$ cat config.mk
export PLATFORM = sky130hd
export DESIGN_NAME = dm_abscmd_seq
export DESIGN_NICKNAME = d
export VERILOG_FILES = /design/src/rtl/dm_abscmd_seq.sv
export SDC_FILE = /design/constraint.sdc
export NUM_CORES = 1
export LEC_CHECK = 0
export BUFFER_PORTS_ARGS = -buffer_cell sky130_fd_sc_hd__buf_4
export CAP_MARGIN = 20
export CORE_MARGIN = 3
export CORE_UTILIZATION = 47
export DETAILED_ROUTE_END_ITERATION = 12
export HOLD_SLACK_MARGIN = 0.05
export PLACE_DENSITY = 0.82
export SYNTH_ARGS = -nofsm -noshare
export SYNTH_HDL_FRONTEND = slang
export SYNTH_SLANG_ARGS = --single-unit
$ cat constraint.sdc
create_clock -name clk -period 3.3 [get_ports clk]
set_input_delay 0.33 -clock clk [delete_from_list [all_inputs] [get_ports clk]]
set_output_delay 0.33 -clock clk [all_outputs]
set_load 0.01 [all_outputs]
$ cat src/rtl/dm_abscmd_seq.sv
// ---------------------------------------------------------------------------
// dm_abscmd_seq
//
// Abstract-command sequencer of the RISC-V debug module. A DMI write to the
// `command` register is latched and decoded. Access register / access memory
// commands select a debug-ROM routine entry point and the ROM patch fields,
// then release the halted hart with a one-cycle `go`. Completion or exception
// pulses from the hart finish the command, optionally chaining a
// program-buffer run (postexec). abstractcs.busy / cmderr are maintained here.
//
// Optional feature (macro DM_ABSCMD_TIMEOUT_EN): a watchdog counter aborts a
// WAIT state with cmderr = 7 after TIMEOUT_CYC cycles. Without the macro the
// WAIT states wait indefinitely.
//
// Parameters:
//   ENTRY_W      width of the routine entry address
//   PROGBUF_ADDR entry address of the program buffer
//   TIMEOUT_CYC  WAIT-state cycle budget (timeout build only)
//
// Ports:
//   clk          DM clock
//   rstn         asynchronous active-low reset
//   cmd_valid    one-cycle strobe, DMI write to `command`
//   cmd_data     command value
//   cmderr_clr   write-1-to-clear mask for cmderr
//   hart_halted  selected hart is halted
//   hart_done    one-cycle pulse, routine reached its "done" exit
//   hart_exc     one-cycle pulse, exception taken in debug code
//   busy         abstractcs.busy
//   cmderr       abstractcs.cmderr
//   go           one-cycle pulse, hart jumps to entry_addr
//   entry_addr   routine start address
//   fix_reg      ROM patch register field
//   fix_size     ROM patch size field (load/store funct3)
// ---------------------------------------------------------------------------
module dm_abscmd_seq #(
    parameter int                 ENTRY_W      = 10,
    parameter logic [ENTRY_W-1:0] PROGBUF_ADDR = ENTRY_W'('h300),
    parameter int                 TIMEOUT_CYC  = 4096
) (
    input  logic               clk,
    input  logic               rstn,
    input  logic               cmd_valid,
    input  logic [31:0]        cmd_data,
    input  logic [2:0]         cmderr_clr,
    input  logic               hart_halted,
    input  logic               hart_done,
    input  logic               hart_exc,
    output logic               busy,
    output logic [2:0]         cmderr,
    output logic               go,
    output logic [ENTRY_W-1:0] entry_addr,
    output logic [11:0]        fix_reg,
    output logic [1:0]         fix_size
);

    typedef enum logic [2:0] {
        S_IDLE,
        S_DECODE,
        S_GO_CMD,
        S_WAIT_CMD,
        S_GO_PB,
        S_WAIT_PB,
        S_DONE
    } state_t;

    // cmderr codes
    localparam logic [2:0] ERR_BUSY    = 3'd1;
    localparam logic [2:0] ERR_NOTSUP  = 3'd2;
    localparam logic [2:0] ERR_EXC     = 3'd3;
    localparam logic [2:0] ERR_HALT    = 3'd4;
    localparam logic [2:0] ERR_TIMEOUT = 3'd7;

    // Debug-ROM routine entry points (write / read flavour)
    localparam logic [ENTRY_W-1:0] A_S0_WR   = ENTRY_W'('h100);
    localparam logic [ENTRY_W-1:0] A_S0_RD   = ENTRY_W'('h13c);
    localparam logic [ENTRY_W-1:0] A_S1_WR   = ENTRY_W'('h114);
    localparam logic [ENTRY_W-1:0] A_S1_RD   = ENTRY_W'('h150);
    localparam logic [ENTRY_W-1:0] A_GPR_WR  = ENTRY_W'('h128);
    localparam logic [ENTRY_W-1:0] A_GPR_RD  = ENTRY_W'('h160);
    localparam logic [ENTRY_W-1:0] A_DPC_WR  = ENTRY_W'('h170);
    localparam logic [ENTRY_W-1:0] A_DPC_RD  = ENTRY_W'('h1a8);
    localparam logic [ENTRY_W-1:0] A_CSR_WR  = ENTRY_W'('h184);
    localparam logic [ENTRY_W-1:0] A_CSR_RD  = ENTRY_W'('h1bc);
    localparam logic [ENTRY_W-1:0] A_MEM_WR  = ENTRY_W'('h1dc);
    localparam logic [ENTRY_W-1:0] A_MEM_RD  = ENTRY_W'('h1f8);

    state_t             r_state;
    state_t             w_state_nxt;

    // Latched command fields
    logic [7:0]         r_cmdtype;
    logic [2:0]         r_size;
    logic               r_postexec;
    logic               r_transfer;
    logic               r_write;
    logic [15:0]        r_regno;

    logic [2:0]         r_cmderr;
    logic [2:0]         w_cmderr_nxt;
    logic [ENTRY_W-1:0] r_entry;
    logic [11:0]        r_fix_reg;
    logic [1:0]         r_fix_size;

    logic               w_err_set;
    logic [2:0]         w_err_code;
    logic               w_load_route;
    logic               w_load_pb;
    logic               w_busy_viol;
    logic               w_timeout;

    logic [ENTRY_W-1:0] w_route_entry;
    logic [11:0]        w_route_fix_reg;

    // aampostincrement and the reserved bit have no effect here
    logic               w_unused_cmd_bits;
    assign w_unused_cmd_bits = ^{cmd_data[23], cmd_data[19]};

    // -----------------------------------------------------------------------
    // Decode helpers on the latched command
    // -----------------------------------------------------------------------
    logic w_is_reg, w_is_mem, w_is_gpr, w_is_csr;
    logic w_reg_size_bad, w_reg_regno_bad, w_mem_size_bad;

    assign w_is_reg        = (r_cmdtype == 8'd0);
    assign w_is_mem        = (r_cmdtype == 8'd2);
    assign w_is_gpr        = (r_regno[15:5] == 11'h080);   // 0x1000-0x101F
    assign w_is_csr        = (r_regno[15:12] == 4'h0);     // 0x0000-0x0FFF
    assign w_reg_size_bad  = w_is_reg && r_transfer && (r_size != 3'd2);
    assign w_reg_regno_bad = w_is_reg && r_transfer && !(w_is_gpr || w_is_csr);
    assign w_mem_size_bad  = w_is_mem && (r_size > 3'd2);

    assign w_busy_viol     = cmd_valid && (r_state != S_IDLE);

    // -----------------------------------------------------------------------
    // Optional WAIT-state watchdog
    // -----------------------------------------------------------------------
`ifdef DM_ABSCMD_TIMEOUT_EN
    localparam int CNT_W = ($clog2(TIMEOUT_CYC + 1) > 12) ? $clog2(TIMEOUT_CYC + 1) : 12;

    logic [CNT_W-1:0] r_tmo_cnt;
    logic             w_in_wait;

    assign w_in_wait = (r_state == S_WAIT_CMD) || (r_state == S_WAIT_PB);
    // Fires in the TIMEOUT_CYC-th WAIT cycle; the counter starts at 0.
    assign w_timeout = w_in_wait && (r_tmo_cnt == CNT_W'(TIMEOUT_CYC - 1));

    always_ff @(posedge clk or negedge rstn) begin
        if (!rstn) begin
            r_tmo_cnt <= '0;
        end else if ((r_state == S_GO_CMD) || (r_state == S_GO_PB)) begin
            r_tmo_cnt <= '0;
        end else if (w_in_wait) begin
            r_tmo_cnt <= r_tmo_cnt + 1'b1;
        end
    end
`else
    localparam int unused_timeout_cyc = TIMEOUT_CYC;
    assign w_timeout = 1'b0;
`endif

    // -----------------------------------------------------------------------
    // FSM state register
    // -----------------------------------------------------------------------
    // NOTE: sequential state uses non-blocking assignments so every flop
    // samples the pre-edge values of the others, independent of block order.
    always_ff @(posedge clk or negedge rstn) begin
        if (!rstn) begin
            r_state <= S_IDLE;
        end else begin
            r_state <= w_state_nxt;
        end
    end

    // -----------------------------------------------------------------------
    // FSM next-state and control strobes
    // -----------------------------------------------------------------------
    // NOTE: every output of this block is given a default first, so no path
    // leaves a signal unassigned and no latch is inferred.
    always_comb begin
        w_state_nxt  = r_state;
        w_err_set    = 1'b0;
        w_err_code   = 3'd0;
        w_load_route = 1'b0;
        w_load_pb    = 1'b0;

        unique case (r_state)
            S_IDLE: begin
                if (cmd_valid) w_state_nxt = S_DECODE;
            end

            S_DECODE: begin
                w_state_nxt = S_DONE;
                if (!(w_is_reg || w_is_mem)) begin
                    w_err_set  = 1'b1;
                    w_err_code = ERR_NOTSUP;
                end else if (!hart_halted) begin
                    w_err_set  = 1'b1;
                    w_err_code = ERR_HALT;
                end else if (w_reg_size_bad || w_reg_regno_bad || w_mem_size_bad) begin
                    w_err_set  = 1'b1;
                    w_err_code = ERR_NOTSUP;
                end else if (w_is_reg && !r_transfer) begin
                    // No transfer: only the program buffer may run.
                    if (r_postexec) begin
                        w_state_nxt = S_GO_PB;
                        w_load_pb   = 1'b1;
                    end
                end else begin
                    w_state_nxt  = S_GO_CMD;
                    w_load_route = 1'b1;
                end
            end

            S_GO_CMD: w_state_nxt = S_WAIT_CMD;

            S_WAIT_CMD: begin
                // Exception beats done; done beats the watchdog.
                if (hart_exc) begin
                    w_err_set   = 1'b1;
                    w_err_code  = ERR_EXC;
                    w_state_nxt = S_DONE;
                end else if (hart_done) begin
                    if (r_postexec) begin
                        w_state_nxt = S_GO_PB;
                        w_load_pb   = 1'b1;
                    end else begin
                        w_state_nxt = S_DONE;
                    end
                end else if (w_timeout) begin
                    w_err_set   = 1'b1;
                    w_err_code  = ERR_TIMEOUT;
                    w_state_nxt = S_DONE;
                end
            end

            S_GO_PB: w_state_nxt = S_WAIT_PB;

            S_WAIT_PB: begin
                if (hart_exc) begin
                    w_err_set   = 1'b1;
                    w_err_code  = ERR_EXC;
                    w_state_nxt = S_DONE;
                end else if (hart_done) begin
                    w_state_nxt = S_DONE;
                end else if (w_timeout) begin
                    w_err_set   = 1'b1;
                    w_err_code  = ERR_TIMEOUT;
                    w_state_nxt = S_DONE;
                end
            end

            S_DONE: w_state_nxt = S_IDLE;

            default: w_state_nxt = S_IDLE;
        endcase
    end

    // -----------------------------------------------------------------------
    // Routine selection from the latched command
    // -----------------------------------------------------------------------
    always_comb begin
        w_route_entry   = A_MEM_RD;
        w_route_fix_reg = r_fix_reg;   // memory commands leave fix_reg alone
        if (w_is_mem) begin
            w_route_entry = r_write ? A_MEM_WR : A_MEM_RD;
        end else if (w_is_gpr) begin
            w_route_fix_reg = {7'b0, r_regno[4:0]};
            if (r_regno == 16'h1008)      w_route_entry = r_write ? A_S0_WR  : A_S0_RD;
            else if (r_regno == 16'h1009) w_route_entry = r_write ? A_S1_WR  : A_S1_RD;
            else                          w_route_entry = r_write ? A_GPR_WR : A_GPR_RD;
        end else begin
            w_route_fix_reg = r_regno[11:0];
            if (r_regno == 16'h07B1) w_route_entry = r_write ? A_DPC_WR : A_DPC_RD;
            else                     w_route_entry = r_write ? A_CSR_WR : A_CSR_RD;
        end
    end

    // -----------------------------------------------------------------------
    // cmderr: W1C every cycle; an error is recorded only while cmderr is 0,
    // and a recorded error overrides a same-cycle clear.
    // -----------------------------------------------------------------------
    always_comb begin
        w_cmderr_nxt = r_cmderr & ~cmderr_clr;
        if (r_cmderr == 3'd0) begin
            if (w_err_set)        w_cmderr_nxt = w_err_code;
            else if (w_busy_viol) w_cmderr_nxt = ERR_BUSY;
        end
    end

    // -----------------------------------------------------------------------
    // Datapath registers
    // -----------------------------------------------------------------------
    always_ff @(posedge clk or negedge rstn) begin
        if (!rstn) begin
            r_cmdtype  <= '0;
            r_size     <= '0;
            r_postexec <= 1'b0;
            r_transfer <= 1'b0;
            r_write    <= 1'b0;
            r_regno    <= '0;
            r_cmderr   <= '0;
            r_entry    <= '0;
            r_fix_reg  <= '0;
            r_fix_size <= '0;
        end else begin
            r_cmderr <= w_cmderr_nxt;

            if ((r_state == S_IDLE) && cmd_valid) begin
                r_cmdtype  <= cmd_data[31:24];
                r_size     <= cmd_data[22:20];
                r_postexec <= cmd_data[18];
                r_transfer <= cmd_data[17];
                r_write    <= cmd_data[16];
                r_regno    <= cmd_data[15:0];
            end

            if (w_load_route) begin
                r_entry    <= w_route_entry;
                r_fix_reg  <= w_route_fix_reg;
                r_fix_size <= r_size[1:0];
            end else if (w_load_pb) begin
                r_entry    <= PROGBUF_ADDR;
            end
        end
    end

    // -----------------------------------------------------------------------
    // Outputs
    // -----------------------------------------------------------------------
    assign busy       = (r_state != S_IDLE);
    assign go         = (r_state == S_GO_CMD) || (r_state == S_GO_PB);
    assign cmderr     = r_cmderr;
    assign entry_addr = r_entry;
    assign fix_reg    = r_fix_reg;
    assign fix_size   = r_fix_size;

endmodule
==> metrics, run 1 <==
routed wire length=5870 um; Overall Global Routing Usage=18.6%; max_cap viols=0; Iter 0 DRT Violations=116; fin cells=379; die width=83.5 um; CP startpoint kind=flip-flop; FILL cells=457; Fin Clk Skew=0.00857 ns; Clock Path Buffers=2; wire per inst=15.5 um; DPL Wire Length=4300 um; CTS clk-pin slew, worst paths=0.06 ns; final worst-path cycle share=77.4%; dpl ws=0.770 ns; Leak=1.66 nW; share of layout cells above drive strength 1=43.3%; switching share of power=33.5%; Worst Setup End Kind=flip-flop; pwr dens=759 nW/um^2; most common cell in the netlist=dfrtp_1; Area contributors post-synth=dfrtp_1, mux2_2, mux2_4; Top FF cell, synth=dfrtp_1; TritonCTS buffer count=9; Ports=70; largest net degree at the start of global routing=59; placed cells=365; Final Max Slew Viols=0; synth warn=0; CTS tree=built; Largest register FFs=16; vias in the first global route=2211; drt via density=5.50; post-synthesis sequential area ratio=51.4%; crit-path max FO=12; Worst VDD drop=0.400 mV; top cells by count, synth=dfrtp_1, mux2_2, nand2_1; final hold vios=0; Post-CTS Setup Inserts=0; Cell Int Power=1.80 mW; Setup violations, final=0; fmax=391 MHz; critical path's slowest cell=or4_4; root buf cell=clkbuf_8; Synth cell types=53; Tmin final=2.56 ns; CP Class=flip-flop to flip-flop; critical path cell sequence=or4_4, nor4_4, o21ai_2, nor4_4, buf_4, mux2_2; min-delay worst type=primary input to asynchronous set/reset pin; Setup TNS Final=0 ns; GP Congestion=0.793; Initial Util=49.8%; via count of the routed design=2083; # DRC=0; GRT overflow=0; post_cts resized=0; Worst path max stage delay=0.55 ns; Core Area=5680 sq um; RSZ-0062 raised after global routing=no; initial antenna violation count=0; outcome=complete, no violations; fraction of registers with async set/reset=100%; CP most frequent cell=nor4_4; crit path DAT=2.77 ns; Combinational Power Share=31.9%; post-synthesis cell count=233; Min Hold Slack=0.0485 ns; Seq pwr share=44.6%; die span in y=83.5 um; first-pass GRT wire length=10300 um; synth-to-layout area growth=26.0%; First-pass DRT Iterations=4; Final ANT Viol Nets=0; Buffers on Ports=65; Tightest Pin Transition=0.704 ns; Sink Count=58; num rows=27; overall die area=6970 sq um; clock share of power=23.5%; Layout Nets=349; worst path required time=3.51 ns; Antenna Diode Count=0; syn avg cell area=12.1 sq um; cell type with the highest aggregate area in the netlist=dfrtp_1; EDFF count, synth=0; Layout Utilization=62.7%; mapped cell area=2820 sq um; Psw=0.905 mW; final worst-path setup slack=0.744 ns; H-tree depth=3; cts-stage hold buffer count=0; Seq cells post-synth=58; worst rel slew slack=53.1%; worst skew pair latency=0.33 ns; Synth top area share=51.4%
[cell usage in the layout, fill, tap and decap left out, drive strengths merged, types with 3 or more instances in the layout]
master and count:
a21oi 8, nor4 3, nor3b 3, o21ai 10, a31oi 3, nor2 10
or2 3, mux2 41, inv 9, a22o 3, nand2b 7, nand4 3
or3 4, clkbuf 11, nor4b 3, a21o 3, o22ai 3, nand3 4
ha 4, dfrtp 58, buf 67, nand2 15
[worst paths after layout]
| path | endpoint | cells past startpoint | slack [ns] | from |
|---|---|---|---|---|
| min | fix_reg[6] | 1 | 0.05 | rstn |
| max in group asynchronous | entry_addr[9] | 1 | 2.78 | rstn |
| min in group clk | r_regno[12] | 3 | 0.20 | cmd_data[12] |
| max reg2reg | fix_reg[4] | 6 | 0.74 | r_regno[7] |
| min reg2reg | entry_addr[8] | 1 | 0.48 | entry_addr[8] |
| max | fix_reg[4] | 6 | 0.74 | r_regno[7] |
[worst max-delay path, delay by kind of cell (launching register included)]
kind / cells / cell delay, ns
compound gates: 1 / 0.13
mux: 1 / 0.36
buf+inv: 1 / 0.30
simple gates: 3 / 1.23
flops: 1 / 0.42
[metrics by stage]
step | area (sq um) | total power, mW
5_1_grt | 3560 | 2.89
3_5_place_dp | 3370 | 2.07
3_3_place_gp | 3370 | 2.02
2_1_floorplan | 2830 | 1.78
6_report | 3560 | 2.70
4_1_cts | 3560 | 2.72
[cells by family after synthesis]
family / count (synthesis) / synth area share (%)
AOI/OAI and AO/OA: 44 / 10.6
xor gates and xnor gates: 1 / 0.310
adders and majority gates: 4 / 1.77
buffers and inverters: 17 / 3.23
DFF: 58 / 51.4
muxes: 43 / 18.4
other: 1 / 0.133
and+or+nand+nor: 65 / 14.2
[layout make-up]
class	count	area, sq um	area share, %
clock buffers	11	151	4.26
clock inverters	3	40.0	1.13
inverters	9	33.8	0.950
multi-input cells	159	1290	36.2
flip-flops and latches	58	1450	40.8
well taps	72	90.1	2.53
repair buffers	67	503	14.1
[power groups by stage]
stage,Clock [mW],Combinational (mW),Sequential [mW]
floorplan,0,0.639,1.14
global placement,0,0.831,1.19
detailed placement,0,0.859,1.22
CTS,0.652,0.868,1.20
global route,0.683,0.962,1.25
finish,0.635,0.862,1.20
[routing by layer]
| layer | up-vias | share of wire (%) | global-route usage (%) |
|---|---|---|---|
| li1 | 989 | - | - |
| met3 | 15 | 6.2 | 6.52 |
| met5 | - | 0 | 0 |
| met4 | 0 | 2.1 | 8.04 |
| met1 | 1008 | 42 | 22.8 |
| met2 | 71 | 50 | 29.7 |
No activity file was read; power rests on OpenSTA's default activity.
==> inputs of run 2 (changes only) <==
--- a/config.mk
+++ b/config.mk
@@ -11,7 +11,7 @@
 export CORE_UTILIZATION = 47
 export DETAILED_ROUTE_END_ITERATION = 12
 export HOLD_SLACK_MARGIN = 0.05
-export PLACE_DENSITY = 0.82
+export PLACE_DENSITY = 0.85
 export SYNTH_ARGS = -nofsm -noshare
 export SYNTH_HDL_FRONTEND = slang
 export SYNTH_SLANG_ARGS = --single-unit
==> constraint.sdc (replaced) <==
create_clock -name clk -period 2.33 [get_ports clk]
set_input_delay 0.233 -clock clk [delete_from_list [all_inputs] [get_ports clk]]
set_output_delay 0.233 -clock clk [all_outputs]
set_load 0.01 [all_outputs]
==> metrics, run 2 (synthesis gave the netlist of run 1 again) <==
outcome=complete, no violations (unchanged); Final ANT Viol Nets=0 (unchanged); Setup violations, final=0 (unchanged); critical path cell sequence=or3_4, nor4_4, o21ai_2, nor4_4, buf_12, mux2_2 (was or4_4, nor4_4, o21ai_2, nor4_4, buf_4, mux2_2); die span in y=83.5 um (unchanged); share of layout cells above drive strength 1=44.8% (was 43.3%); Iter 0 DRT Violations=135 (was 116); Largest register FFs=16 (unchanged); Worst Setup End Kind=flip-flop (unchanged); fin cells=389 (was 379); final worst-path setup slack=0.106 ns (was 0.744 ns); Layout Utilization=64.6% (was 62.7%); Fin Clk Skew=0.00733 ns (was 0.00857 ns); total power=4.01 mW (was 2.70 mW); max_cap viols=0 (unchanged); Final Max Slew Viols=0 (unchanged); critical path's slowest cell=or3_4 (was or4_4); die width=83.5 um (unchanged); Clock Path Buffers=2 (unchanged); synth-to-layout area growth=29.9% (was 26.0%); commonest cells after routing, fill and taps aside=buf_4, dfrtp_1, mux2_2 (unchanged); TritonCTS buffer count=9 (unchanged); Leak=1.72 nW (was 1.66 nW); Ports=70 (unchanged); worst reg2reg endpoint=fix_reg[5] (was fix_reg[4]); Tightest Pin Transition=0.718 ns (was 0.704 ns); CTS clk-pin slew, worst paths=0.07 ns (was 0.06 ns); most common cell after layout, fill and taps aside=buf_4 (unchanged); crit path DAT=2.45 ns (was 2.77 ns); Core Area=5680 sq um (unchanged); vias in the first global route=2240 (was 2211); Tmin final=2.22 ns (was 2.56 ns); final worst-path cycle share=95.4% (was 77.4%); crit-path max FO=12 (unchanged); wire per inst=15.5 um (about the same); CP startpoint kind=flip-flop (unchanged); Reg2Reg Setup Slack=0.11 ns (was 0.74 ns); pwr dens=1090 nW/um^2 (was 759 nW/um^2); Crit path max-delay family=simple AND/OR/NAND/NOR gates (unchanged); fmax=450 MHz (was 391 MHz); worst skew pair latency=0.34 ns (was 0.33 ns); RSZ-0062 raised after global routing=no (unchanged); GP Congestion=0.841 (was 0.793); worst path required time=2.55 ns (was 3.51 ns); CTS tree=built (unchanged); root buf cell=clkbuf_8 (unchanged); largest net degree at the start of global routing=59 (unchanged); CP Class=flip-flop to flip-flop (unchanged); Overall Global Routing Usage=19.0% (was 18.6%); WHS Endpoint=r_transfer; DPL Wire Length=4380 um (was 4300 um); Initial Util=49.8% (unchanged); HP Start=cmd_data[17]; Antenna Diode Count=0 (unchanged); via count of the routed design=2082 (was 2083); Worst Path Buf+Inv=1 (unchanged); CP most frequent cell=nor4_4 (unchanged); # DRC=0 (unchanged); Sink Count=58 (unchanged); first-pass GRT wire length=10500 um (was 10300 um); FF-to-FF Start=r_regno[15] (was r_regno[7]); Setup TNS Final=0 ns (unchanged); H-tree depth=3 (unchanged); GRT overflow=0 (unchanged); Layout Nets=357 (was 349); final hold vios=0 (unchanged); overall die area=6970 sq um (unchanged); dpl ws=0.0673 ns (was 0.770 ns); worst rel slew slack=52.1% (was 53.1%); Worst VDD drop=0.696 mV (was 0.400 mV); drt via density=5.35 (was 5.50); Worst path max stage delay=0.43 ns (was 0.55 ns); Worst Hold Depth=3; First-pass DRT Iterations=4 (unchanged); initial antenna violation count=0 (unchanged); num rows=27 (unchanged); FILL cells=433 (was 457); min-delay worst type=primary input to flip-flop (was primary input to asynchronous set/reset pin); Register-to-Register Path Depth=6 (unchanged); Buffers on Ports=65 (unchanged); placed cells=372 (was 365); routed wire length=6040 um (was 5870 um)
==> run 2: cell count changes in the layout (fill, tap and decap cells not counted), sizes merged <==
| cell | change |
|---|---|
| buf | +7 |
| bufinv | +1 |
| clkinvlp | +1 |
| dlygate4sd3 | +1 |
==> run 2: routing by layer <==
| layer | part of all wire [%] | track usage (%) |
|---|---|---|
| met1 | 42 | 22.2 |
| met2 | 51 | 31.9 |
| met3 | 5.4 | 7.40 |
| met4 | 1.5 | 6.73 |
| met5 | 0 | 0 |
==> run 2: worst max path at each step <==
stage,to,depth (start not counted),slack (ns),startpoint
2_1_floorplan,fix_reg[0],6,0.02,r_regno[5]
3_3_place_gp,entry_addr[3],8,0.11,r_regno[14]
3_5_place_dp,entry_addr[5],8,0.07,r_regno[14]
4_1_cts,entry_addr[3],8,0.05,r_regno[14]
5_1_grt,fix_reg[5],6,0.02,r_regno[15]
6_report,fix_reg[5],6,0.11,r_regno[15]
==> run 2: through the flow <==
stage / hold WS [ns] / area (sq um)
6_report: 0.103 / 3670
5_1_grt: 0.0881 / 3670
4_1_cts: 0.0937 / 3660
3_5_place_dp: 0.336 / 3430
3_3_place_gp: 0.325 / 3430
2_1_floorplan: -0.0626 / 2830
==> run 2: power breakdown <==
group          leakage (nW)  internal, mW  switching [mW]
registers             0.733          1.36           0.326
logic                 0.874         0.713           0.605
clock network         0.109         0.627           0.385
total                  1.72          2.70            1.32
==> run 2: repair_timing <==
action | in CTS | in global routing
hold endpoints to repair | 58 | 0
resized for setup | 0 | 3
setup endpoints to repair | 0 | 2
hold buffers | 1 | 0
setup buffers | 0 | 0
==> run 2: worst register-to-register path: stages (launching register included) <==
cell	delay (ns)
dfrtp_1	0.38
or3_4	0.43
nor4_4	0.38
o21ai_2	0.11
nor4_4	0.28
buf_12	0.20
mux2_2	0.35
==> run 2: layout make-up <==
cell class | instances | area (sq um) | area share (%)
clock buffer | 11 | 141 | 3.86
timing repair buffer | 75 | 578 | 15.8
clock inverter | 5 | 77.6 | 2.12
multi-input combinational | 159 | 1290 | 35.3
inverter | 9 | 33.8 | 0.921
sequential | 58 | 1450 | 39.6
tap | 72 | 90.1 | 2.46
==> inputs of run 3 (changes only) <==
--- a/config.mk
+++ b/config.mk
@@ -7,11 +7,13 @@
 export LEC_CHECK = 0
 export BUFFER_PORTS_ARGS = -buffer_cell sky130_fd_sc_hd__buf_4
 export CAP_MARGIN = 20
+export CORE_ASPECT_RATIO = 1.5
 export CORE_MARGIN = 3
-export CORE_UTILIZATION = 47
+export CORE_UTILIZATION = 48
 export DETAILED_ROUTE_END_ITERATION = 12
 export HOLD_SLACK_MARGIN = 0.05
-export PLACE_DENSITY = 0.85
+export MAX_ROUTING_LAYER = met4
+export PLACE_DENSITY = 0.86
 export SYNTH_ARGS = -nofsm -noshare
 export SYNTH_HDL_FRONTEND = slang
 export SYNTH_SLANG_ARGS = --single-unit
==> metrics, run 3 (synthesis gave the netlist of run 1 again) <==
root buf cell=clkbuf_8 (unchanged); die width=68.6 um (was 83.5 um); num rows=33 (was 27); clock share of power=22.3% (was 25.2%); switching share of power=33.6% (was 32.8%); finished layout cell area=3680 sq um (was 3670 sq um); Initial Util=50.7% (was 49.8%); Final Max Slew Viols=0 (unchanged); Cell Int Power=2.55 mW (was 2.70 mW); final worst-path cycle share=97.2% (was 95.4%); Iter 0 DRT Violations=120 (was 135); share of layout cells above drive strength 1=45.5% (was 44.8%); first-pass GRT wire length=9910 um (was 10500 um); Psw=1.29 mW (was 1.32 mW); H-tree depth=3 (unchanged); drt via density=5.43 (was 5.35); GP Congestion=0.833 (was 0.841); CTS clk-pin slew, worst paths=0.06 ns (was 0.07 ns); synth-to-layout area growth=30.3% (was 29.9%); Layout Nets=360 (was 357); CP startpoint kind=flip-flop (unchanged); Overall Global Routing Usage=20.3% (was 19.0%); dpl ws=0.00504 ns (was 0.0673 ns); First-pass DRT Iterations=4 (unchanged); Reg area=1450 sq um (unchanged); Leak=1.73 nW (was 1.72 nW); Tmin final=2.26 ns (was 2.22 ns); Final ANT Viol Nets=0 (unchanged); Setup TNS Final=0 ns (unchanged); initial antenna violation count=0 (unchanged); Worst Setup End Kind=flip-flop (unchanged); Core Area=5570 sq um (was 5680 sq um); Combinational Power Share=33.6% (was 32.9%); crit-path max FO=6 (was 12); worst path required time=2.55 ns (about the same); commonest cells after routing, fill and taps aside=buf_4, dfrtp_1, mux2_2 (unchanged); outcome=complete, no violations (unchanged); largest net degree at the start of global routing=59 (unchanged); total power=3.84 mW (was 4.01 mW); die span in y=99.9 um (was 83.5 um); GRT overflow=0 (unchanged); Min Hold Slack=0.115 ns (was 0.103 ns); overall die area=6860 sq um (was 6970 sq um); worst skew pair latency=0.33 ns (was 0.34 ns); routed wire length=6120 um (was 6040 um); FILL cells=458 (was 433); final worst-path setup slack=0.0652 ns (was 0.106 ns); Tightest Pin Transition=0.707 ns (was 0.718 ns); Reg2Reg Setup Slack=0.07 ns (was 0.11 ns); min-delay worst type=primary input to flip-flop (unchanged); Clock Path Buffers=2 (unchanged); Ports=70 (unchanged); Sink Count=58 (unchanged); Buffers on Ports=65 (unchanged); vias in the first global route=2135 (was 2240); final hold vios=0 (unchanged); TritonCTS buffer count=9 (unchanged); Worst Hold Depth=3 (unchanged); Largest register FFs=16 (unchanged); CP Class=flip-flop to flip-flop (unchanged); placed cell areas=3410 sq um (was 3430 sq um); # DRC=0 (unchanged); Seq pwr share=44.1% (was 41.9%); crit path DAT=2.48 ns (was 2.45 ns); Antenna Diode Count=0 (unchanged); max_cap viols=0 (unchanged); DPL Wire Length=4500 um (was 4380 um); via count of the routed design=2111 (was 2082); Worst VDD drop=0.551 mV (was 0.696 mV); most common cell after layout, fill and taps aside=buf_4 (unchanged); pwr dens=1040 nW/um^2 (was 1090 nW/um^2); fmax=442 MHz (was 450 MHz); Fin Clk Skew=0.00676 ns (was 0.00733 ns); CTS tree=built (unchanged); Register-to-Register Path Depth=7 (was 6); worst rel slew slack=52.9% (was 52.1%); Setup violations, final=0 (unchanged); multi-input logic area=1300 sq um (was 1290 sq um); wire per inst=15.7 um (was 15.5 um)
[run 3: timing repair]
action,in CTS,in global routing
setup buffers,0,4
gates resized for setup,1,2
endpoints found under the setup margin,1,15
hold buffers,1,0
gates cloned,0,1
pin swaps,0,2
endpoints found under the hold margin,58,0
[run 3: through the flow]
stage,cells,utilization [%]
finish,389,66.0
global route,389,66.0
CTS,384,64.9
detailed placement,368,61.2
global placement,368,61.2
floorplan,234,-
[run 3: power by group through the flow]
stage / Clock, mW / Combinational, mW / Sequential (mW)
finish: 0.855 / 1.29 / 1.69
global route: 0.939 / 1.43 / 1.74
CTS: 0.885 / 1.28 / 1.69
detailed placement: 0 / 1.28 / 1.71
global placement: 0 / 1.23 / 1.69
floorplan: 0 / 0.905 / 1.62
[run 3: final timing paths]
check / startpoint / to
hold reg to reg: entry_addr[8] / entry_addr[8]
min in group asynchronous: rstn / fix_size[1]
hold / removal: cmd_data[16] / r_write
setup / recovery: r_regno[7] / fix_reg[5]
max in group asynchronous: rstn / entry_addr[2]
setup reg to reg: r_regno[7] / fix_reg[5]
[run 3: critical path: stages (launching register included)]
cell,delay [ns]
dfrtp_1,0.41
or4_4,0.55
nor4_4,0.25
o21ai_2,0.11
nor4_4,0.20
buf_4,0.18
buf_12,0.13
mux2_2,0.33
[run 3: metal layers]
metal  part of all wire, %  track usage, %  vias to the layer above
met1                    39            22.5                     1035
li1                      -               -                     1013
met3                   4.5            4.59                       10
met5                     0               -                        -
met4                   2.5            10.1                        0
met2                    54            33.3                       53
[run 3: layout make-up]
| type | count | area share (%) |
|---|---|---|
| multi-input combinational | 159 | 35.3 |
| clock inverter | 2 | 0.272 |
| tap | 70 | 2.38 |
| timing repair buffer | 78 | 16.8 |
| inverter | 9 | 0.918 |
| clock buffer | 13 | 4.86 |
| sequential | 58 | 39.5 |
